$ cat config.mk
export PLATFORM = sky130hd
export DESIGN_NAME = mult_operand_feeder
export DESIGN_NICKNAME = d
export VERILOG_FILES = /design/src/rtl/mult_operand_feeder.sv
export SDC_FILE = /design/constraint.sdc
export NUM_CORES = 1
export LEC_CHECK = 0
export BUFFER_PORTS_ARGS = -buffer_cell sky130_fd_sc_hd__buf_2
export CAP_MARGIN = 10
export CORE_ASPECT_RATIO = 0.9
export CORE_UTILIZATION = 35
export DETAILED_ROUTE_END_ITERATION = 6
export HOLD_SLACK_MARGIN = 0.02
export SYNTH_ARGS = -nofsm -noshare
export SYNTH_HDL_FRONTEND = slang
export SYNTH_SLANG_ARGS = --single-unit
$ cat constraint.sdc
create_clock -name clk -period 2.6 [get_ports clk]
set_clock_uncertainty 0.2 [all_clocks]
set_input_delay 0.26 -clock clk [delete_from_list [all_inputs] [get_ports clk]]
set_output_delay 0.26 -clock clk [all_outputs]
set_load 0.02 [all_outputs]
$ cat src/rtl/mult_operand_feeder.sv
// mult_operand_feeder: operand-pair FIFO that issues pairs one at a time to a start/busy/done multiplier.
// Define FEEDER_STATS_EN to add the saturating issue_count output.
module mult_operand_feeder #(
    parameter int DEPTH = 4
) (
    input  logic                     clk,
    input  logic                     reset,
    input  logic                     s_valid,
    output logic                     s_ready,
    input  logic [7:0]               s_a,
    input  logic [7:0]               s_b,
    output logic                     mul_valid,
    output logic [7:0]               mul_a,
    output logic [7:0]               mul_b,
    input  logic                     mul_busy,
    input  logic                     mul_done,
    output logic [$clog2(DEPTH):0]   level,
    output logic                     idle,
    output logic                     err
`ifdef FEEDER_STATS_EN
    ,
    output logic [15:0]              issue_count
`endif
);
    localparam int AW = $clog2(DEPTH);
    localparam logic [AW:0] FULL = (AW+1)'(DEPTH);
    typedef enum logic [1:0] {IDLE, WAIT_BUSY, WAIT_DONE} state_t;
    state_t          state_q, state_d;
    logic [AW-1:0]   wr_ptr_q, wr_ptr_d, rd_ptr_q, rd_ptr_d;
    logic [AW:0]     count_q, count_d;
    logic [15:0]     mem_q [DEPTH];
    logic            mul_valid_q, mul_valid_d;
    logic [7:0]      mul_a_q, mul_a_d, mul_b_q, mul_b_d;
    logic            wait_q, wait_d;
    logic            err_q, err_d;
    logic            push, pop, timeout;
    always_comb begin
        s_ready     = count_q != FULL && !reset;
        push        = s_valid && s_ready;
        pop         = state_q == IDLE && count_q != '0 && !mul_busy;
        wr_ptr_d    = push ? wr_ptr_q + AW'(1) : wr_ptr_q;
        rd_ptr_d    = pop ? rd_ptr_q + AW'(1) : rd_ptr_q;
        count_d     = count_q + (AW+1)'(push) - (AW+1)'(pop);
        mul_valid_d = pop;
        {mul_a_d, mul_b_d} = pop ? mem_q[rd_ptr_q] : {mul_a_q, mul_b_q};
        // the multiplier gets two cycles after the start pulse to show busy or done
        timeout     = state_q == WAIT_BUSY && !mul_busy && !mul_done && wait_q;
        wait_d      = state_q == WAIT_BUSY && !mul_busy && !mul_done && !wait_q;
        err_d       = err_q || timeout || (state_q == IDLE && mul_done);
        state_d     = state_q == IDLE      ? (pop ? WAIT_BUSY : IDLE) :
                      state_q == WAIT_BUSY ? (mul_done ? IDLE : mul_busy ? WAIT_DONE : timeout ? IDLE : WAIT_BUSY) :
                                             (mul_done ? IDLE : WAIT_DONE);
    end
    always_ff @(posedge clk) begin
        if (reset) begin
            state_q     <= IDLE;
            wr_ptr_q    <= '0;
            rd_ptr_q    <= '0;
            count_q     <= '0;
            mul_valid_q <= 1'b0;
            mul_a_q     <= '0;
            mul_b_q     <= '0;
            wait_q      <= 1'b0;
            err_q       <= 1'b0;
        end else begin
            state_q     <= state_d;
            wr_ptr_q    <= wr_ptr_d;
            rd_ptr_q    <= rd_ptr_d;
            count_q     <= count_d;
            mul_valid_q <= mul_valid_d;
            mul_a_q     <= mul_a_d;
            mul_b_q     <= mul_b_d;
            wait_q      <= wait_d;
            err_q       <= err_d;
        end
    end
    always_ff @(posedge clk) begin
        if (push) mem_q[wr_ptr_q] <= {s_a, s_b};
    end
    assign mul_valid = mul_valid_q;
    assign mul_a     = mul_a_q;
    assign mul_b     = mul_b_q;
    assign level     = count_q;
    assign idle      = count_q == '0 && state_q == IDLE;
    assign err       = err_q;
`ifdef FEEDER_STATS_EN
    logic [15:0] issue_count_q, issue_count_d;
    always_comb issue_count_d = (pop && issue_count_q != 16'hFFFF) ? issue_count_q + 16'd1 : issue_count_q;
    always_ff @(posedge clk) begin
        if (reset) issue_count_q <= '0;
        else issue_count_q <= issue_count_d;
    end
    assign issue_count = issue_count_q;
`endif
endmodule
==> reports/results.txt <==
Outcome: complete, no violations
Mapped Cells: 225
Period utilization: 0.923
Area Growth Syn to Fin: 22.4%
Die height: 97.3 µm
CP required: 2.68 ns
Post-Route WL: 6.76 mm
Avg Inst Size Synth: 15.7 µm²
Clk Latency, worst-skew pair: 0.35 ns
Final Setup Violations: 0
Number of synthesized flops with an enable pin: 64
GR Layer Usage met2: 0.239
Worst relative slew slack: 0.397
Max Clk Rate: 417 MHz
# DRC: 0
Seq/Total Area, Yosys: 0.703
Num CTS Buffers: 9
HP Class: input port to flip-flop
Initial core utilization: 0.363
Commonest non-fill, non-tap cell in the layout: edfxtp_1
ANT cells: 0
FFs w/ async S/R, synth: 0
RSZ-0062 raised after global routing: false
Core area: 0.00974 mm²
Worst vdd ir: 498 µV
Critical path peak fanout: 3
Final-report hold violation count: 0
# IOs: 44
Top FF cell, synth: edfxtp_1
Die span in x: 108 µm
Worst-Margin Slew: 0.905 ns
Share of cells above drive strength 1: 0.323
WS Path Type: flip-flop to flip-flop
ANT nets after route: 0
Crit path largest cell delay: 0.39 ns
Layer with the highest usage: met2
Worst setup SP type: flip-flop
Slowest-stage cell, CP: or3_4
Final net count: 320
Die ar.: 0.0105 mm²
Design Power: 3890 µW
Slew Limit Fails: 0
Area of the mapped netlist: 0.00353 mm²
LEAKAGE: 0.00154 µW
Syn_nets: 253
Via density: 4.96
#FFs+latches synth: 92
CP endpoint kind: flip-flop
Wire per inst: 16.0 µm
Gr ovfl total: 0
Post-CTS setup repair buffer count: 0
M1 GR Usage: 0.176
IO buf count: 43
Synth cell types: 33
Detailed Route Iter0 Violations: 115
Gpl congestion: 0.772
Critical path arrival: 2.48 ns
Initial antenna violation count: 0
H-tree Lvls: 3
DR vias: 2098
Vias in the first global route: 2159
Warnings from Yosys: 0
Commonest cells after routing, fill and taps aside: edfxtp_1, buf_2, dfxtp_1, a21oi_1, dlygate4sd3_1
Setup TNS: 0 ns
CTS tree: built
Final HPWL DP: 4.16 mm
Root Buffer: clkbuf_8
Global-route wire length before repair: 10.9 mm
Min Tclk post-route: 2.40 ns
Total track usage: 0.140
Clk slew on worst S/H paths: 0.09 ns
Max-cap violations: 0
Met3 Use GR: 0.0382
Power per cell area: 898 mW/mm²
Clock sinks: 92
Largest net degree at the start of global routing: 30
Maximum clock path buffer count: 2
Critical path's most frequent cell: inv_1
Row cnt: 34
DRT Pass-1 Iters: 5
Worst-path cell chain: or3_4 -> nand2_2 -> inv_1 -> ha_1 -> inv_1 -> ha_1 -> inv_1 -> fa_2 -> xor2_1 -> and2_1 -> nor3_2
worst max-delay path: cells and delay by family, from the launching register on:
family,cells,cell delay (ns)
adder cells (fa/ha/maj),3,0.75
AND/OR/NAND/NOR,4,0.72
flip-flops,1,0.33
buffers and inverters,3,0.17
XOR/XNOR,1,0.15
sequential cells by signal, indices dropped and copies added, names as in the netlist:
signal     count
mul_a          8
state_q        2
mul_valid      1
wr_ptr_q       2
wait_q         1
mem_q         64
rd_ptr_q       2
mul_b          8
err            1
level          3
worst paths after layout:
path,slack (ns),cells past startpoint,from,to
min,0.05,4,mul_busy,mul_valid
max reg2reg,0.20,11,level[1],level[2]
min reg2reg,0.27,1,err,err
max,0.20,11,level[1],level[2]
metrics by stage:
step / worst slack (ns) / utilization / std cells / hold WS (ns) / cell area (µm²)
after global placement: 0.198 / 0.403 / 390 / 0.248 / 3930
after CTS: 0.0534 / 0.442 / 423 / 0.0629 / 4300
after global routing: 0.0572 / 0.444 / 423 / 0.0519 / 4330
after floorplan: 0.0107 / - / 225 / 0.136 / 3530
after detailed placement: 0.0726 / 0.403 / 390 / 0.252 / 3930
final: 0.201 / 0.444 / 423 / 0.0517 / 4330
timing repair:
item                                   4_1_cts  5_1_grt
setup endpoints to repair                    0        1
endpoints found under the hold margin       66        0
hold buffers                                17        0
gates resized for setup                      0        6
layout make-up:
| cell class | count | area (µm²) |
|---|---|---|
| clock buffers | 9 | 124 |
| repair buffers | 69 | 465 |
| clock inverters | 7 | 82.6 |
| multi-input cells | 112 | 981 |
| fillers | 899 | 5420 |
| inverters | 8 | 30.0 |
| flip-flops and latches | 92 | 2480 |
| well taps | 126 | 158 |
routing by layer:
metal	vias up	wire length (µm)
li1	992	-
met1	1053	2950
met2	47	3490
met3	6	272
met4	0	48
met5	-	0
synthesized netlist by cell type (2+ instances only):
library cell,count,area share
a21oi_1,20,0.028
buf_2,6,0.0085
buf_1,2,0.0021
inv_1,8,0.0085
edfxtp_1,64,0.54
clkbuf_1,4,0.0042
nor2_1,6,0.0064
nand2_1,2,0.0021
nor3_2,2,0.0057
ha_1,6,0.021
nand3_1,16,0.023
or3_1,3,0.0053
nand2b_1,2,0.0035
mux4_2,16,0.10
dfxtp_1,28,0.16
nor3_1,4,0.0057
and2_1,5,0.0089
o21ai_0,12,0.017
o21ai_1,5,0.0071
logic make-up after synthesis:
| kind of cell | synth area share |
|---|---|
| adder cells (fa/ha/maj) | 0.0269 |
| multiplexers | 0.108 |
| AO/OA/AOI/OAI | 0.0595 |
| AND/OR/NAND/NOR | 0.0751 |
| XOR/XNOR | 0.00248 |
| flip-flops | 0.703 |
| buffers and inverters | 0.0255 |
power breakdown:
group	switching, µW	leakage (µW)	internal, µW
Sequential	93.2	0.000810	1750
Combinational	617	0.000626	452
Clock	513	0.000104	461
(Power assumes the default switching activity.)
